===== src/rtl/nrzi_pkg.sv =====
// Shared types and sizing helpers for the NRZI bit-stuffing codec.
package nrzi_pkg;

  typedef enum logic {
    MODE_ENC = 1'b0,
    MODE_DEC = 1'b1
  } mode_t;

  // Width of a counter that has to hold 0..stuff_len inclusive.
  function automatic int run_cnt_width(input int stuff_len);
    return $clog2(stuff_len + 1);
  endfunction

endpackage


===== src/rtl/nrzi_stuff_codec_if.sv =====
// Serial bit stream handshake between the packet engine side and the codec.
interface nrzi_stuff_codec_if;
  logic in_valid;
  logic in_ready;
  logic in_bit;
  logic out_valid;
  logic out_bit;
  logic out_stuff;
  logic stuff_err;

  modport master (
    output in_valid, in_bit,
    input  in_ready, out_valid, out_bit, out_stuff, stuff_err
  );

  modport slave (
    input  in_valid, in_bit,
    output in_ready, out_valid, out_bit, out_stuff, stuff_err
  );
endinterface


===== src/rtl/nrzi_run_counter.sv =====
// Counts consecutive data 1s, saturating at STUFF_LEN; flags when the limit is reached.
module nrzi_run_counter
  import nrzi_pkg::*;
#(
  parameter int STUFF_LEN = 6
) (
  input  logic clk,
  input  logic rst_n,
  input  logic clr,
  input  logic inc,
  input  logic zero,
  output logic at_limit
);

  localparam int CNT_W = run_cnt_width(STUFF_LEN);
  localparam logic [CNT_W-1:0] LIMIT = CNT_W'(STUFF_LEN);

  logic [CNT_W-1:0] run_cnt_q, run_cnt_d;

  always_comb begin
    run_cnt_d = run_cnt_q;
    if (clr || zero) begin
      run_cnt_d = '0;
    end else if (inc && (run_cnt_q != LIMIT)) begin
      run_cnt_d = run_cnt_q + CNT_W'(1);
    end
  end

  // NOTE: sequential state uses non-blocking assignment so every flop samples pre-edge values.
  always_ff @(posedge clk or negedge rst_n) begin
    if (!rst_n) begin
      run_cnt_q <= '0;
    end else begin
      run_cnt_q <= run_cnt_d;
    end
  end

  assign at_limit = (run_cnt_q == LIMIT);

endmodule


===== src/rtl/nrzi_stuff_codec.sv =====
// NRZI line codec (toggle on 0, hold on 1) with run-length bit stuffing; MODE picks direction.
module nrzi_stuff_codec
  import nrzi_pkg::*;
#(
  parameter mode_t MODE       = MODE_ENC,
  parameter int    STUFF_LEN  = 6,
  parameter logic  IDLE_LEVEL = 1'b1
) (
  input  logic clk,
  input  logic rst_n,
  input  logic clr,
  input  logic stuff_en,
  nrzi_stuff_codec_if.slave io
);

  // Encoder idles at the line level; decoder output is data and idles at 0.
  localparam logic OUT_RST = (MODE == MODE_ENC) ? IDLE_LEVEL : 1'b0;

  logic level_q,     level_d;
  logic out_valid_q, out_valid_d;
  logic out_bit_q,   out_bit_d;
  logic out_stuff_q, out_stuff_d;
  logic stuff_err_q, stuff_err_d;
  logic cnt_inc, cnt_zero, at_limit;
  logic stuff_pos, decoded;

  nrzi_run_counter #(.STUFF_LEN(STUFF_LEN)) u_run_counter (
    .clk      (clk),
    .rst_n    (rst_n),
    .clr      (clr),
    .inc      (cnt_inc),
    .zero     (cnt_zero),
    .at_limit (at_limit)
  );

  assign stuff_pos   = stuff_en && at_limit;
  assign decoded     = (io.in_bit == level_q);
  assign io.in_ready = (MODE == MODE_ENC) ? !stuff_pos : 1'b1;

  // NOTE: every variable gets a default first so no path can infer a latch.
  always_comb begin
    level_d     = level_q;
    out_valid_d = 1'b0;
    out_bit_d   = out_bit_q;
    out_stuff_d = 1'b0;
    stuff_err_d = 1'b0;
    cnt_inc     = 1'b0;
    cnt_zero    = 1'b0;

    if (clr) begin
      level_d   = IDLE_LEVEL;
      out_bit_d = OUT_RST;
    end else if (MODE == MODE_ENC) begin
      // A stuff cycle pre-empts any offered data bit, which stays pending.
      if (stuff_pos) begin
        level_d     = !level_q;
        cnt_zero    = 1'b1;
        out_valid_d = 1'b1;
        out_bit_d   = !level_q;
        out_stuff_d = 1'b1;
      end else if (io.in_valid) begin
        level_d     = io.in_bit ? level_q : !level_q;
        cnt_inc     = io.in_bit;
        cnt_zero    = !io.in_bit;
        out_valid_d = 1'b1;
        out_bit_d   = level_d;
      end
    end else if (io.in_valid) begin
      level_d  = io.in_bit;
      cnt_zero = stuff_pos || !decoded;
      cnt_inc  = !stuff_pos && decoded;
      if (stuff_pos) begin
        // The stuffed bit is always dropped; a missing transition there is a line error.
        stuff_err_d = decoded;
      end else begin
        out_valid_d = 1'b1;
        out_bit_d   = decoded;
      end
    end
  end

  always_ff @(posedge clk or negedge rst_n) begin
    if (!rst_n) begin
      level_q     <= IDLE_LEVEL;
      out_valid_q <= 1'b0;
      out_bit_q   <= OUT_RST;
      out_stuff_q <= 1'b0;
      stuff_err_q <= 1'b0;
    end else begin
      level_q     <= level_d;
      out_valid_q <= out_valid_d;
      out_bit_q   <= out_bit_d;
      out_stuff_q <= out_stuff_d;
      stuff_err_q <= stuff_err_d;
    end
  end

  assign io.out_valid = out_valid_q;
  assign io.out_bit   = out_bit_q;
  assign io.out_stuff = out_stuff_q;
  assign io.stuff_err = stuff_err_q;

endmodule


===== src/flat_wrapper.sv =====
// flat-port wrapper written by rule: the top's interface ports become plain ports
module nrzi_stuff_codec_flat import nrzi_pkg::*;
#(
  parameter mode_t MODE       = MODE_ENC,
  parameter int    STUFF_LEN  = 6,
  parameter logic  IDLE_LEVEL = 1'b1
)
  (clk, rst_n, clr, stuff_en, io_in_valid, io_in_bit, io_in_ready, io_out_valid, io_out_bit, io_out_stuff, io_stuff_err);
  nrzi_stuff_codec_if io_i ();
  input  logic clk;
  input  logic rst_n;
  input  logic clr;
  input  logic stuff_en;
  input wire logic [$bits(io_i.in_valid)-1:0] io_in_valid;
  input wire logic [$bits(io_i.in_bit)-1:0] io_in_bit;
  output wire logic [$bits(io_i.in_ready)-1:0] io_in_ready;
  output wire logic [$bits(io_i.out_valid)-1:0] io_out_valid;
  output wire logic [$bits(io_i.out_bit)-1:0] io_out_bit;
  output wire logic [$bits(io_i.out_stuff)-1:0] io_out_stuff;
  output wire logic [$bits(io_i.stuff_err)-1:0] io_stuff_err;
  assign io_i.in_valid = io_in_valid;
  assign io_i.in_bit = io_in_bit;
  assign io_in_ready = io_i.in_ready;
  assign io_out_valid = io_i.out_valid;
  assign io_out_bit = io_i.out_bit;
  assign io_out_stuff = io_i.out_stuff;
  assign io_stuff_err = io_i.stuff_err;
  nrzi_stuff_codec #(.MODE(MODE), .STUFF_LEN(STUFF_LEN), .IDLE_LEVEL(IDLE_LEVEL)) u_core (.clk(clk), .rst_n(rst_n), .clr(clr), .stuff_en(stuff_en), .io(io_i));
endmodule

===== config.mk =====
export PLATFORM = sky130hd
export DESIGN_NAME = nrzi_stuff_codec_flat
export DESIGN_NICKNAME = d
export VERILOG_FILES = /design/src/rtl/nrzi_pkg.sv /design/src/rtl/nrzi_stuff_codec_if.sv /design/src/rtl/nrzi_run_counter.sv /design/src/rtl/nrzi_stuff_codec.sv /design/src/flat_wrapper.sv
export SDC_FILE = /design/constraint.sdc
export NUM_CORES = 1
export LEC_CHECK = 0
export ABC_AREA = 1
export CAP_MARGIN = 30
export CORE_AREA = 10 10 47 49
export DETAILED_ROUTE_END_ITERATION = 12
export DIE_AREA = 0 0 57 59
export GPL_TIMING_DRIVEN = 1
export PLACE_DENSITY_LB_ADDON = 0.08
export SYNTH_ARGS = -nofsm -noshare
export SYNTH_HDL_FRONTEND = slang
export SYNTH_SLANG_ARGS = --single-unit
export TNS_END_PERCENT = 5

===== constraint.sdc =====
create_clock -name clk -period 1.2 [get_ports clk]
set_input_delay 0.24 -clock clk [delete_from_list [all_inputs] [get_ports clk]]
set_output_delay 0.24 -clock clk [all_outputs]
set_load 0.02 [all_outputs]

==> out/qor.yml, run 1 <==
status: "finished, violations left"
violations: "setup timing"
multi_input_area_um2: 178
rr_worst_depth: 6
die-area_um2: 3360
r2r_setup_slack_ns: 0.01
nets: 73
cpMaxStageDelayCell: "dfrtp_1"
design_area_um2: 559
portBuffers: 9
viasPerCell: 4.21
finalSetupViolCount: 1
finalCriticalPeriod_ns: 1.30
synth-seq-cells: 6
cts_sinks: 6
htree_levels: 1
period_share: 1.08
drc: 0
grt_start_max_net_pins: 7
drt_iter0_drc: 1
drt_wl_total_um: 920
regArea_um2: 151
pre_cts_ws_ns: -0.418
first_pass_iters: 4
grt_pass1_vias: 387
ctsHoldBuffers: 0
synth.net_count: 51
netlist_area_um2: 342
clock_latency_ns: 0.25
r2r-end: "u_core.u_run_counter.run_cnt_q[2]"
syn_inst: 43
clockRootBuffer: "clkbuf_4"
slowest_delay_ns: 0.38
drv_slew: 0
maxCapViolations: 0
rsz0062_at_grt: "yes"
yosys_warnings: 0
peakVddDrop_mv: 0.392
drive_above_1_share: 0.359
clock-skew-final_ns: 0.0111
grtUsageTotal: 0.0604
hold_class: "input pin to asynchronous set/reset pin"
placementRows: 14
finalWorstSetupSlack_ns: -0.0970
crit_arrival_ns: 1.06
powerDensity_nw_per_um2: 966
place_hpwl_um: 772
finalHoldViolCount: 0
cp.required_ns: 0.96
cts_tree: "yes"
cp_num_buf_inv: 2
numCtsBuffers: 3
dieHeight_um: 59
antenna_found_initial: 0
routabilityCongestion: 0.687
place_area_um2: 497
cp_top_family: "flip-flops"
drt-wirelength-per-cell_um: 11.5
regToRegStartpoint: "u_core.u_run_counter.run_cnt_q[0]"
path_clk_slew_ns: 0.05
setup.worst_path.start_class: "flop"
most-common-layout-cells: "buf_4, nand2_1, nand3_1"
syn_to_final_growth_pct: 63.7
syn_area_per_cell_um2: 7.94
grt.overflow.total: 0
start_util: 0.244
yosys.cell_types.count: 14
crit_path_cell_trace: "inv_2, ha_4, nand3_4, buf_6"
grt_pass1_wl_mm: 1.60
die_w_um: 57
crit_type: "flop to primary output"
antenna_cells: 0
core_um2: 1400
ant_nets: 0
clockBufferDepth: 2
crit_path_max_fanout: 4
fmax_ghz: 0.771
end_kind: "primary output"
pin_count: 11
synth-seq-area-share: 0.443
fill_cells: 162
vias: 337
final_common_cell: "buf_4"
power.leakage_nw: 0.307
[metal layers]
metal	global-route usage	up-vias	routed length, µm
li1	-	172	-
met1	0.0542	157	347
met2	0.105	8	504
met3	0.0429	0	68
met4	0.0201	0	0
met5	0	-	0
[where the power goes]
part           switching, mW  leakage [nW]  total (mW)  internal [mW]
Sequential           0.00629        0.0783       0.223          0.216
Combinational         0.0577         0.214       0.117         0.0592
Clock                 0.0748        0.0150       0.201          0.126
[cell families after synthesis]
family | Yosys count | synth area share
XOR/XNOR | 1 | 0.0256
flip-flops | 6 | 0.443
buffers and inverters | 9 | 0.110
other | 1 | 0.0110
AND/OR/NAND/NOR | 21 | 0.282
adder cells (fa/ha/maj) | 2 | 0.0732
AO/OA/AOI/OAI | 3 | 0.0550
[worst register-to-register path: stages (launching register included)]
cell     delay, ns
dfrtp_1       0.38
buf_4         0.14
buf_4         0.12
ha_2          0.17
xor2_1        0.15
nand3_1       0.07
nand2_1       0.05
[flip-flops by register name (all words and copies together) (netlist names)]
register and count:
u_core.io.out_bit 1, u_core.io.out_stuff 1, u_core.io.out_valid 1, u_core.u_run_counter.run_cnt_q 3
[repair_timing]
item	4_1_cts	5_1_grt
pin swaps	1	2
resized for setup	13	7
setup buffers	0	2
setup endpoints to repair	8	6
[Yosys cell counts]
cell type,instances,share of area
nand3_2,1,0.029
o21ai_2,1,0.026
nor2_1,3,0.033
dfstp_2,1,0.077
a21oi_1,2,0.029
dfrtp_1,5,0.37
xor2_1,1,0.026
nand3_1,7,0.10
nor2_2,1,0.018
nand2_1,9,0.099
ha_1,2,0.073
inv_1,8,0.088
conb_1,1,0.011
buf_4,1,0.022
[worst max-delay path by stage]
| stage | to | slack, ns | cells after the start | start |
|---|---|---|---|---|
| after detailed placement | io_in_ready | -0.42 | 3 | stuff_en |
| after global routing | io_in_ready | -0.17 | 4 | u_core.u_run_counter.run_cnt_q[0] |
| after global placement | io_in_ready | -0.40 | 3 | stuff_en |
| after floorplan | u_core.u_run_counter.run_cnt_q[2] | 0.02 | 7 | u_core.u_run_counter.run_cnt_q[0] |
| final | io_in_ready | -0.1 | 4 | u_core.u_run_counter.run_cnt_q[0] |
| after CTS | io_in_ready | -0.14 | 4 | u_core.u_run_counter.run_cnt_q[0] |
[through the flow]
stage	power (mW)	setup TNS, ns	cells	util	hold slack [ns]
6_report	0.540	-0.0970	80	0.399	0.234
5_1_grt	0.584	-0.299	80	0.399	0.246
4_1_cts	0.546	-0.135	78	0.373	0.232
3_5_place_dp	0.333	-1.13	74	0.354	0.502
3_3_place_gp	0.328	-0.946	74	0.354	0.503
2_1_floorplan	0.273	0	43	-	-0.0556
[area by class of cell]
| cell class | instances | share of cell area |
|---|---|---|
| multi-input combinational | 28 | 0.318 |
| clock buffer | 4 | 0.0470 |
| tap | 16 | 0.0358 |
| inverter | 8 | 0.0537 |
| sequential | 6 | 0.271 |
| timing repair buffer | 18 | 0.275 |
(Power assumes the default switching activity.)
==> inputs of run 2 (changes only) <==
Clock period 1.2 ns to 1.55 ns, I/O delays scaled along.
==> out/qor.yml, run 2 (synthesis results as in run 1) <==
status: "completed"
rsz0062_at_grt: "no"
viasPerCell: 4.23  # +0.34%
clockBufferDepth: 2  # unchanged
crit_type: "flop to primary output"
portBuffers: 9  # unchanged
path_clk_slew_ns: 0.05  # about the same
nets: 68  # -6.8%
finalSetupViolCount: 0  # -1
power.leakage_nw: 0.276  # -10%
die_w_um: 57  # unchanged
numCtsBuffers: 3  # unchanged
drive_above_1_share: 0.220  # -0.139
finalHoldViolCount: 0  # unchanged
syn_to_final_growth_pct: 48.4
dieHeight_um: 59  # unchanged
ant_nets: 0  # unchanged
hold_class: "input pin to asynchronous set/reset pin"
fill_cells: 158  # -2.5%
setup.worst_path.start_class: "flop"
antenna_cells: 0  # unchanged
powerDensity_nw_per_um2: 795  # -18%
drt-wirelength-per-cell_um: 11.0  # -4.3%
finalWorstSetupSlack_ns: 0.0755  # +0.173 ns
rr_worst_depth: 8  # +2
core_um2: 1400  # unchanged
maxCapViolations: 0  # unchanged
drv_slew: 0  # unchanged
cts_tree: "yes"
finalCriticalPeriod_ns: 1.47
regToRegStartpoint: "u_core.u_run_counter.run_cnt_q[0]"
drt_wl_total_um: 825  # -10%
cts_sinks: 6  # unchanged
clock_latency_ns: 0.25  # about the same
cp_top_family: "buffers and inverters"
pre_cts_ws_ns: -0.214  # +0.204 ns
crit_path_cell_trace: "clkdlybuf4s50_1"
grt.overflow.total: 0  # unchanged
grtUsageTotal: 0.0594  # -0.000998
place_hpwl_um: 713  # -7.6%
first_pass_iters: 4  # unchanged
cpMaxStageDelayCell: "clkdlybuf4s50_1"
drc: 0  # unchanged
end_kind: "primary output"
largest_reg_flops: 3  # unchanged
placementRows: 14  # unchanged
peakVddDrop_mv: 0.417  # +6.2%
vias: 317  # -5.9%
cp.required_ns: 1.24  # +0.28 ns
drt_iter0_drc: 10  # +9
clock-skew-final_ns: 0.0106  # -0.000430 ns
period_share: 0.951
r2r-end: "u_core.u_run_counter.run_cnt_q[1]"
grt_pass1_wl_mm: 1.50  # -6.0%
ctsHoldBuffers: 0  # unchanged
post_cts.repair.setup_buffers: 0  # unchanged
slowest_delay_ns: 0.60  # +0.22 ns
fmax_ghz: 0.678
routabilityCongestion: 0.691  # +0.63%
r2r_setup_slack_ns: 0.33  # +0.32 ns
most-common-layout-cells: "nand2_1, inv_1, nand3_1, clkdlybuf4s50_1, dfrtp_1"
start_util: 0.244  # unchanged
cp_num_buf_inv: 1  # -1
die-area_um2: 3360  # unchanged
fin_util: 0.362  # -0.0375
grt_pass1_vias: 343  # -11%
crit_path_max_fanout: 1  # -3
pin_count: 11  # unchanged
final_common_cell: "nand2_1"
crit_arrival_ns: 1.16  # +0.10 ns
grt_start_max_net_pins: 7  # unchanged
clockRootBuffer: "clkbuf_4"
antenna_found_initial: 0  # unchanged
htree_levels: 1  # unchanged
regMostFlops: "u_core.u_run_counter.run_cnt_q"
==> run 2: cell types whose count changed in the layout (fill, tap and decap cells not counted) <==
cell,previous run,this run
dlygate4sd2_1,2,1
clkdlybuf4s50_1,5,7
nand2_1,8,9
nand3_2,0,1
buf_2,0,1
buf_6,1,0
buf_4,10,4
nand2_2,1,0
ha_2,1,0
nand3_4,1,0
inv_2,2,0
inv_1,6,8
ha_1,0,1
==> run 2: worst max path at each step <==
stage,cells after the start,start,end,slack (ns)
finish,1,u_core.io.out_valid,io_out_valid,0.08
global route,1,u_core.io.out_valid,io_out_valid,0.009
CTS,1,u_core.io.out_valid,io_out_valid,0.05
detailed placement,3,stuff_en,io_in_ready,-0.21
global placement,3,stuff_en,io_in_ready,-0.19
floorplan,7,u_core.u_run_counter.run_cnt_q[0],u_core.u_run_counter.run_cnt_q[2],0.37
==> run 2: power by group <==
part / total (mW) / leakage [nW] / internal (mW) / switching [mW]
logic: 0.0740 / 0.182 / 0.0339 / 0.0401
clock network: 0.156 / 0.0150 / 0.0976 / 0.0585
registers: 0.173 / 0.0783 / 0.168 / 0.00517
total: 0.403 / 0.276 / 0.299 / 0.104
==> run 2: area by class of cell <==
| type | count | area [µm²] | area share |
|---|---|---|---|
| Timing Repair Buffer | 13 | 114 | 0.225 |
| Sequential cell | 6 | 151 | 0.299 |
| Inverter | 8 | 30.0 | 0.0593 |
| Tap cell | 16 | 20.0 | 0.0395 |
| Multi-Input combinational cell | 28 | 165 | 0.326 |
| Clock buffer | 4 | 26.3 | 0.0519 |
==> run 2: per-layer routing <==
metal	global-route usage	share of wire
met1	0.0587	0.40
met2	0.0853	0.52
met3	0.0515	0.072
met4	0.0302	0
met5	0	0
==> run 2: what timing repair did <==
action,CTS,global route
gates resized for setup,6,1
endpoints found under the setup margin,2,1
pin swaps,0,0
==> run 2: stage by stage <==
step	cell area (µm²)	hold WS, ns	total power, mW	TNS, ns	std cells
finish	507	0.291	0.403	0	75
global route	507	0.303	0.442	0	75
CTS	497	0.292	0.412	0	75
detailed placement	474	0.480	0.249	-0.214	71
global placement	474	0.476	0.246	-0.193	71
floorplan	342	0.0144	0.211	0	43
==> inputs of run 3 (changes only) <==
Settings changed: SLEW_MARGIN set to 20.
==> results of run 3 <==
Final layout, timing and power as in run 2 (identical DEF).
